[config.mk]
export PLATFORM = sky130hd
export DESIGN_NAME = pc_fetch_sequencer
export DESIGN_NICKNAME = d
export VERILOG_FILES = /design/src/rtl/pc_fetch_sequencer.sv
export SDC_FILE = /design/constraint.sdc
export NUM_CORES = 1
export LEC_CHECK = 0
export CORE_MARGIN = 2
export CORE_UTILIZATION = 45
export CTS_CLUSTER_SIZE = 14
export DETAILED_ROUTE_END_ITERATION = 16
export GPL_TIMING_DRIVEN = 0
export PLACE_DENSITY = 0.83
export SLEW_MARGIN = 40
export SYNTH_ARGS = -nofsm -noshare
export SYNTH_HDL_FRONTEND = slang
export SYNTH_SLANG_ARGS = --single-unit
[constraint.sdc]
create_clock -name CLK -period 2.6 [get_ports CLK]
set_input_delay 0.39 -clock CLK [delete_from_list [all_inputs] [get_ports CLK]]
set_output_delay 0.39 -clock CLK [all_outputs]
set_load 0.005 [all_outputs]
[src/rtl/pc_fetch_sequencer.sv]
// pc_fetch_sequencer: drives the PC register write port (pcWEN/pc_next) and the
// instruction-memory read request. It loads RESET_PC after reset, then advances
// sequentially on each accepted instruction hit. It applies branch/jump redirects
// and freezes the PC on a hazard stall or a HALT.
// Build option: define DELAY_SLOT_EN to enable MIPS branch-delay-slot behaviour.
// In that build, each redirect is deferred by one advance.
module pc_fetch_sequencer #(
    parameter logic [31:0] RESET_PC    = 32'h0000_0000,
    parameter int          INSTR_BYTES = 4
) (
    input  logic        CLK,
    input  logic        nRST,
    input  logic [31:0] pc_cur,
    input  logic        ihit,
    input  logic        stall,
    input  logic        halt_in,
    input  logic        redirect_valid,
    input  logic [31:0] redirect_target,
    output logic        pcWEN,
    output logic [31:0] pc_next,
    output logic        iREN,
    output logic        fetch_valid,
    output logic        halted
);

    typedef enum logic [1:0] {
        ST_INIT  = 2'd0,
        ST_FETCH = 2'd1,
        ST_HALT  = 2'd2
    } state_t;

    state_t      state_reg;
    logic        pend_valid_reg;
    logic [31:0] pend_target_reg;
`ifdef DELAY_SLOT_EN
    logic        skip_reg;
`endif

    logic        advance;
    logic [31:0] seq_pc;
    logic [31:0] target_aligned;
    logic [31:0] fetch_pc;

    // A stall masks the hit completely, so nothing advances under a freeze.
    assign advance        = ihit & ~stall;
    assign seq_pc         = pc_cur + 32'(INSTR_BYTES);
    assign target_aligned = redirect_target & ~32'h0000_0003;

    // Select the next fetch address while in FETCH.
`ifdef DELAY_SLOT_EN
    // The delay slot always executes first, so a fresh redirect never bypasses it.
    assign fetch_pc = (pend_valid_reg && !skip_reg) ? pend_target_reg : seq_pc;
`else
    // A live redirect takes priority over the pending one.
    // The pending redirect takes priority over the sequential increment.
    assign fetch_pc = redirect_valid ? target_aligned :
                      pend_valid_reg ? pend_target_reg : seq_pc;
`endif

    // State and pending-redirect tracking.
    // Redirect and halt inputs only matter while in FETCH.
    always_ff @(posedge CLK or negedge nRST) begin
        if (!nRST) begin
            state_reg       <= ST_INIT;
            pend_valid_reg  <= 1'b0;
            pend_target_reg <= 32'h0000_0000;
`ifdef DELAY_SLOT_EN
            skip_reg        <= 1'b0;
`endif
        end else begin
            case (state_reg)
                ST_INIT: begin
                    state_reg <= ST_FETCH;
                end
                ST_FETCH: begin
                    if (advance && halt_in) begin
                        // A halt discards any redirect, whether live or pending.
                        state_reg      <= ST_HALT;
                        pend_valid_reg <= 1'b0;
`ifdef DELAY_SLOT_EN
                        skip_reg       <= 1'b0;
`endif
                    end else if (redirect_valid) begin
`ifdef DELAY_SLOT_EN
                        // An advance in the same cycle is the delay slot itself.
                        // Without that advance, the next advance is the delay slot.
                        pend_valid_reg  <= 1'b1;
                        pend_target_reg <= target_aligned;
                        skip_reg        <= ~advance;
`else
                        // If this cycle advances, the redirect is applied directly.
                        // Otherwise the target is held, and a newer redirect overwrites an older one.
                        pend_valid_reg  <= ~advance;
                        pend_target_reg <= target_aligned;
`endif
                    end else if (advance) begin
`ifdef DELAY_SLOT_EN
                        if (skip_reg) begin
                            skip_reg <= 1'b0;
                        end else begin
                            pend_valid_reg <= 1'b0;
                        end
`else
                        pend_valid_reg <= 1'b0;
`endif
                    end
                end
                default: begin
                    // HALT is left only through nRST.
                    state_reg <= ST_HALT;
                end
            endcase
        end
    end

    // Decode the PC-register controls and fetch request from state and current inputs.
    always_comb begin
        pcWEN       = 1'b0;
        pc_next     = pc_cur;
        iREN        = 1'b0;
        fetch_valid = 1'b0;
        halted      = 1'b0;
        case (state_reg)
            ST_INIT: begin
                pcWEN   = 1'b1;
                pc_next = RESET_PC;
            end
            ST_FETCH: begin
                iREN    = 1'b1;
                pc_next = fetch_pc;
                if (advance && !halt_in) begin
                    pcWEN       = 1'b1;
                    fetch_valid = 1'b1;
                end
            end
            default: begin
                halted = 1'b1;
            end
        endcase
    end

endmodule

### After elaboration in Yosys (flattened, before gate mapping)

Index checks and enable logic that the tools add are counted.

* register bits after elaboration: 33
* bits of input ports: 70
* output and inout bits: 36
* logic and storage cells: 31

* add/subtract/negate cells: 1
* eq/ne operators: 2
* muxes and demuxes: 13
* bitwise gates (word level): 4
* reductions and logical operators: 8

Operators with widths (count)
* $mux W32: 2
* $pmux W32 S2: 1
* $add A32 B3 Y32 const B: 1
* $mux W1: 7
* $pmux W2 S2: 1
* $not A1 Y1: 3
* $reduce_and A3 Y1: 1
* $reduce_bool A3 Y1: 1
* $eq A2 B1 Y1 const B: 1
* $logic_and A1 B1 Y1: 2
* $logic_not A2 Y1: 1
* $mux W2: 1
* $ne A2 B2 Y1 const B: 1
* $pmux W1 S2: 1
* $reduce_and A2 Y1: 1
* $reduce_or A2 Y1: 1
* $and A1 B1 Y1: 1
* $logic_not A1 Y1: 1

### Logic depth before layout (Yosys ltp)

Gate-level depths: netlist of the first run.

* depth in word-level cells: 5
* gate-level depth with buffers: 7

### Worst setup path before layout of the first run

Ideal clock, no wire load.

* path type: reg-to-output
* from: register pend_valid_reg
* to: output pc_next[22]
* arrival time: 1.714 ns
* required time: 2.210 ns
* path slack: 0.496 ns
* cell stages (with the launch flop): 7
* buffers on the path: 2
* cells stage by stage: dfrtp_1 > clkbuf_1 > nor3b_1 > clkbuf_1 > o21a_1 > or4b_1 > nand3_1

* cells in the longest elaborated chain, start to end: 3

Ends and longest elaborated chain
* start: declaration: line 33 `logic pend_valid_reg;`
* start signal: assignment: line 93 `pend_valid_reg <= ~advance;`
* $mux W32: line 57 `pend_valid_reg ? pend_target_reg : seq_pc;`
* $mux W32: line 56 `assign fetch_pc = redirect_valid ? target_aligned :`
* $pmux W32 S2: line 123 `case (state_reg)`
* end: declaration: line 20 `output logic [31:0] pc_next,`

Every way passes these cells.

### Worst setup path in the final report of the first run

* from: register pend_valid_reg
* to: output pc_next[10]

Same word-level chain as after synthesis.

==> flow_metrics.py, run 1 <==
metrics = {
    "detailed_routing": {
        "antenna_left": 0,
        "wl_per_cell_um": 21.3,
        "firstDrtPassIters": 8,
        "drc_errors": 0,
        "wirelength_mm": 12.0,
        "vias_per_cell": 6.71,
        "via_count": 3763,
        "drt-initial-drc-count": 479,
    },
    "critical_path": {
        "crit_start": "pend_valid_reg",
        "crit_fanout": 6,
        "critPathArrivalTime_ns": 2.25,
        "r2r_slack_ns": 0.72,
        "critPathCaptureType": "primary output",
        "worstSetupPathType": "flop to primary output",
        "ff2ff_path_depth": 4,
        "r2r-end": "pend_target_reg[20]",
        "cp_data_required_time_ns": 2.21,
        "cp-start-kind": "flop",
        "crit_path_end": "pc_next[10]",
        "r2r_start": "state_reg[1]",
    },
    "sta": {
        "drv_slew": 0,
        "worst_pin_slew_ns": 0.706,
        "fin_crit_sh": 1.02,
        "max_slew_margin": 0.529,
        "whs_ns": 0.0180,
        "fin_ws_ns": -0.0407,
        "setup_viol": 1,
        "finalHoldViolCount": 0,
        "clock_skew_ns": 0.00956,
        "fmax_mhz": 379,
        "period_needed_ns": 2.64,
    },
    "cts": {
        "clock_sinks": 33,
        "cts_tree": "done",
        "cts-root-buf": "clkbuf_8",
        "cts_max_level": 2,
        "clk_latency_ns": 0.30,
        "cts_buffers": 5,
        "clockBufferDepth": 2,
        "clk_pin_slew_worst_paths_ns": 0.08,
    },
    "floorplan": {
        "die_x_um": 83.7,
        "core_area_um2": 6240,
        "dieArea_um2": 7010,
        "rows": 29,
        "die_h_um": 83.7,
        "start_util": 0.459,
        "ios": 106,
    },
    "global_routing": {
        "antenna_found_initial": 0,
        "use_met2": 0.545,
        "gr-total-overflow": 0,
        "grt_usage": 0.328,
        "grt_use_met3": 0.0821,
        "grt_max_degree": 20,
        "grt_pass1_vias": 3698,
        "top_usage_layer": "met2",
        "gr-usage-met1": 0.394,
        "grt_pass1_wl_mm": 18.5,
    },
    "finish": {
        "fin_nets": 554,
        "final_cell_mix": "54 x clkdlybuf4s50_1, 34 x buf_4, 33 x dfrtp_1, 30 x mux2_2, 22 x nand2_1",
        "fin_util": 0.733,
        "area_growth_pct": 59.9,
        "largest_reg_flops": 30,
        "diodes": 0,
        "final_layout_size_suffix_gt1_frac": 0.306,
        "fillCellCount": 456,
        "fin_cells": 561,
        "final_common_cell": "clkdlybuf4s50_1",
    },
    "placed_design": {
        "dp.cells": 527,
        "portBuffers": 103,
        "post-place-ws_ns": -1.32,
        "post-dp-hpwl_mm": 7.86,
        "gp_congestion": 0.932,
    },
    "min_path": {
        "min_path_type": "input pin to asynchronous set/reset pin",
    },
    "power": {
        "cellLeakagePower_nw": 1.96,
        "intPower_w": 0.00185,
        "p_per_area_nw_per_um2": 632,
        "total_power_w": 0.00289,
        "clockPowerShare": 0.180,
        "p_seq_frac": 0.316,
        "irDropWorstVdd_v": 0.000388,
        "power.switching_w": 0.00104,
        "sw_frac_of_total": 0.360,
        "p_comb_frac": 0.504,
    },
    "yosys": {
        "synth_edf_count": 0,
        "ys_warn_count": 0,
        "yosysTopAreaCell": "dfrtp_1",
        "synth.distinct_cells": 53,
        "syn_nets": 417,
        "async_flop_share": 1.00,
        "avgSynthCellArea_um2": 8.27,
        "ys_seq_area_frac": 0.289,
        "synth_top_cell_area_share": 0.289,
        "synthCells": 346,
        "ys.flop_type": "dfrtp_1",
        "ys_ff_latch": 33,
        "syn_area_um2": 2860,
        "synth_area_leaders": "dfrtp_1 29%, mux2_2 12%, o21ai_0 4.4%",
    },
    "run_status": {
        "failed_checks": "negative setup slack",
        "outcome": "finished, violations left",
    },
    "flow_run": {
        "maxCapViolCount": 0,
    },
}
## cell families (layout without fill, tap and decap cells)
kind of cell | Yosys count | count (layout) | share of synthesized area
xor gates and xnor gates | 9 | 9 | 0.0275
DFF | 33 | 33 | 0.289
buffers and inverters | 29 | 167 | 0.0380
AOI/OAI and AO/OA | 99 | 99 | 0.229
adders and majority gates | 1 | 1 | 0.00437
and+or+nand+nor | 138 | 138 | 0.270
muxes | 37 | 37 | 0.143
## power groups by stage
stage	combinational (W)	sequential, W	clock (W)
final	0.00146	0.000915	0.000520
after global routing	0.00156	0.000936	0.000543
after CTS	0.00136	0.000893	0.000515
after detailed placement	0.00125	0.000899	0
after global placement	0.00122	0.000882	0
after floorplan	0.000704	0.000862	0
## metrics by stage
| step | instance area, um^2 | setup TNS [ns] |
|---|---|---|
| floorplan | 2860 | 0 |
| CTS | 4450 | 0 |
| finish | 4580 | -0.0407 |
| global route | 4580 | -0.255 |
| detailed placement | 4010 | -25.13 |
| global placement | 3990 | -24.08 |
## timing repair
action | CTS | global route
endpoints found under the hold margin | 0 | 0
endpoints found under the setup margin | 32 | 22
gates resized for setup | 172 | 64
gates cloned | 0 | 0
hold buffers | 0 | 0
pin swaps | 9 | 15
buffers inserted | 24 | 3
## Yosys cell counts (all sizes together) (2+ instances only)
cell	number
mux2i	7
xor2	4
inv	6
nand2	23
or4	2
and2	3
nor3	7
nand2b	13
a21oi	17
or4b	2
nor4	2
or3	3
o211ai	6
nor2b	5
mux2	30
o22ai	6
and4	2
a22oi	14
o311ai	2
xnor2	5
o21a	2
a21o	2
nor3b	3
clkbuf	20
nand4	12
dfrtp	33
a31oi	6
buf	3
o21ai	25
nor2	26
nand3	23
and3	7
a32oi	3
a22o	6
## area by class of cell
cell class,count,area (um^2),area share
Tap cell,77,96.3,0.0211
Multi-Input combinational cell,284,2150,0.470
Buffer,22,174,0.0380
Timing Repair Buffer,131,1190,0.260
Inverter,6,22.5,0.00492
Clock inverter,1,30.0,0.00656
Clock buffer,7,86.3,0.0189
Sequential cell,33,826,0.180
## per-layer routing
| layer | up-vias | part of all wire | wire (um) |
|---|---|---|---|
| met1 | 1769 | 0.36 | 4330 |
| met5 | - | 0 | 0 |
| li1 | 1600 | - | - |
| met2 | 321 | 0.47 | 5670 |
| met3 | 73 | 0.12 | 1380 |
| met4 | 0 | 0.049 | 583 |
## worst min-delay path by stage
| stage | startpoint | endpoint | slack, ns |
|---|---|---|---|
| detailed placement | nRST | pend_target_reg[3] | 0.33 |
| global route | nRST | pend_target_reg[3] | 0.03 |
| CTS | nRST | pend_target_reg[3] | 0.02 |
| floorplan | nRST | pend_target_reg[10] | 0.09 |
| global placement | pend_target_reg[11] | pend_target_reg[11] | 0.49 |
| finish | nRST | pend_target_reg[3] | 0.02 |
## worst max-delay path, cell delays in order (launching register included)
cell	delay [ns]
dfrtp_1	0.41
buf_8	0.15
buf_4	0.14
nand2b_4	0.10
o22ai_1	0.08
nor2_1	0.20
a21oi_1	0.12
o21ai_1	0.20
clkdlybuf4s50_1	0.54
No activity file was read; power rests on OpenSTA's default activity.
==> run 2, diff against run 1 <==
--- a/config.mk
+++ b/config.mk
@@ -6,11 +6,11 @@
 export NUM_CORES = 1
 export LEC_CHECK = 0
 export CORE_MARGIN = 2
-export CORE_UTILIZATION = 45
+export CORE_UTILIZATION = 49
 export CTS_CLUSTER_SIZE = 14
 export DETAILED_ROUTE_END_ITERATION = 16
 export GPL_TIMING_DRIVEN = 0
-export PLACE_DENSITY = 0.83
+export PLACE_DENSITY = 0.89
 export SLEW_MARGIN = 40
 export SYNTH_ARGS = -nofsm -noshare
 export SYNTH_HDL_FRONTEND = slang
==> constraint.sdc (replaced) <==
create_clock -name CLK -period 3.2 [get_ports CLK]
set_input_delay 0.48 -clock CLK [delete_from_list [all_inputs] [get_ports CLK]]
set_output_delay 0.48 -clock CLK [all_outputs]
set_load 0.005 [all_outputs]
==> run 2 against run 1 <==
Net effect: the flow now finishes without violations; clock power shrank 37%; first-iteration DRC count is 30% higher; core utilization rose by 3.0 points; global-route usage up 1.8 points; cell area down 7.1%; sequential share of layout area rose by 1.4 points; power decreased by 26%; routed wire length shrank 6.6%.
==> flow_metrics.py, run 2 (synthesis results as in run 1) <==
metrics = {
    "floorplan": {
        "die_x_um": 80.4,
        "ios": 106,
        "rows": 27,
        "start_util": 0.513,
        "core_area_um2": 5570,
        "dieArea_um2": 6470,
        "die_h_um": 80.4,
    },
    "sta": {
        "worst_pin_slew_ns": 0.728,
        "finalHoldViolCount": 0,
        "fin_crit_sh": 0.991,
        "tns_ns": 0,
        "fin_ws_ns": 0.0301,
        "clock_skew_ns": 0.00969,
        "period_needed_ns": 3.17,
        "fmax_mhz": 315,
        "whs_ns": 0.0654,
        "setup_viol": 0,
        "drv_slew": 0,
        "max_slew_margin": 0.515,
    },
    "power": {
        "irDropWorstVdd_v": 0.000369,
        "p_per_area_nw_per_um2": 502,
        "cellLeakagePower_nw": 1.74,
        "total_power_w": 0.00213,
    },
    "critical_path": {
        "critPathArrivalTime_ns": 2.69,
        "max_stage_delay_ns": 0.50,
        "crit_chain": "buf_1 > nor2b_1 > o21ai_0 > nor3_1 > a31oi_1 > nand2_1 > clkdlybuf4s50_1",
        "critPathBufInv": 2,
        "crit_fanout": 10,
        "cp_slowest_cell": "clkdlybuf4s50_1",
        "critPathTopFamily": "buffers and inverters",
        "worstSetupPathType": "flop to primary output",
        "cp-start-kind": "flop",
        "cp_data_required_time_ns": 2.72,
        "critPathCaptureType": "primary output",
    },
    "global_routing": {
        "grt_usage": 0.345,
        "antenna_found_initial": 0,
        "grt_pass1_vias": 3476,
        "gr-total-overflow": 0,
        "grt_pass1_wl_mm": 17.0,
        "grt_max_degree": 25,
    },
    "cts": {
        "clk_latency_ns": 0.30,
        "clock_sinks": 33,
        "cts_max_level": 2,
        "cts_buffers": 5,
        "cts_tree": "done",
        "clockBufferDepth": 2,
        "cts-root-buf": "clkbuf_8",
        "clk_pin_slew_worst_paths_ns": 0.08,
    },
    "detailed_routing": {
        "drt-initial-drc-count": 624,
        "route.met2.wl_mm": 5.35,
        "wl_met3_mm": 1.41,
        "wl_per_cell_um": 20.9,
        "routedLengthMet1_mm": 4.02,
        "wirelength_mm": 11.2,
        "top_layer_used": "met4",
        "firstDrtPassIters": 8,
        "via_count": 3631,
        "vias_per_cell": 6.80,
        "antenna_left": 0,
        "drc_errors": 0,
    },
    "placed_design": {
        "post-dp-hpwl_mm": 8.01,
        "post-place-ws_ns": -0.838,
        "gp_congestion": 0.963,
        "place_area_um2": 4010,
        "portBuffers": 103,
    },
    "flow_run": {
        "maxCapViolCount": 0,
    },
    "finish": {
        "area_growth_pct": 48.6,
        "fin_nets": 532,
        "final_cell_mix": "76 x clkdlybuf4s50_1, 32 x dfrtp_1, 30 x mux2_2, 25 x o21ai_0, 23 x nor2_1",
        "final_layout_size_suffix_gt1_frac": 0.188,
        "largest_reg_flops": 30,
        "final_common_cell": "clkdlybuf4s50_1",
        "postLayoutCellArea_um2": 4250,
        "diodes": 0,
    },
    "run_status": {
        "outcome": "complete, no violations",
    },
    "min_path": {
        "min_path_type": "input pin to asynchronous set/reset pin",
    },
}
[run 2: layer usage]
layer	up-vias	global-route usage
li1	1547	-
met3	63	0.0820
met1	1703	0.423
met5	-	0
met2	318	0.566
met4	0	0.171
[run 2: area by class of cell]
class                   count  area (um^2)
inverters                   6         22.5
clock buffers               5         68.8
fillers                   409         1320
plain buffers              21          109
clock inverters             3         17.5
well taps                  72         90.1
multi-input cells         284         2030
flip-flops and latches     33          827
repair buffers            110         1080
[run 2: worst paths after layout]
kind	from	end	slack (ns)	cells past startpoint
hold / removal	nRST	pend_target_reg[7]	0.07	1
setup reg to reg	state_reg[1]	pend_target_reg[30]	1.25	4
hold reg to reg	pend_target_reg[17]	pend_target_reg[17]	0.51	1
max in group asynchronous	nRST	pend_valid_reg	2.69	2
min in group CLK	pend_target_reg[17]	pend_target_reg[17]	0.51	1
setup / recovery	state_reg[0]	pc_next[23]	0.03	7
[run 2: power breakdown]
part           total [W]  switching (W)  leakage (nW)  internal (W)
registers       0.000758       0.000135         0.385      0.000624
logic            0.00105       0.000491          1.31      0.000557
clock network   0.000328       0.000178        0.0439      0.000150
total            0.00213       0.000803          1.74       0.00133
[run 2: timing repair]
action,4_1_cts,5_1_grt
pin swaps,3,1
endpoints found under the setup margin,29,18
gates resized for setup,53,31
cloned,0,0
buffers inserted,5,1
hold buffers,0,0
[run 2: worst reg2reg max path: cells and delay by family, from the launching register on]
family,cells,cell delay [ns]
multiplexers,1,0.38
flip-flops,1,0.44
AND/OR/NAND/NOR,2,0.66
buffers and inverters,1,0.35
[run 2: metrics by stage]
| stage | utilization | cells |
|---|---|---|
| CTS | 0.758 | 534 |
| global placement | 0.714 | 521 |
| global route | 0.763 | 534 |
| detailed placement | 0.719 | 522 |
| finish | 0.763 | 534 |
| floorplan | - | 346 |
==> run 3, diff against run 2 <==
--- a/config.mk
+++ b/config.mk
@@ -7,6 +7,7 @@
 export LEC_CHECK = 0
 export CORE_MARGIN = 2
 export CORE_UTILIZATION = 49
+export CTS_BUF_LIST = sky130_fd_sc_hd__clkbuf_8 sky130_fd_sc_hd__clkbuf_16
 export CTS_CLUSTER_SIZE = 14
 export DETAILED_ROUTE_END_ITERATION = 16
 export GPL_TIMING_DRIVEN = 0
==> results of run 3 <==
The final DEF is identical to that of run 2; final timing and power are the same.
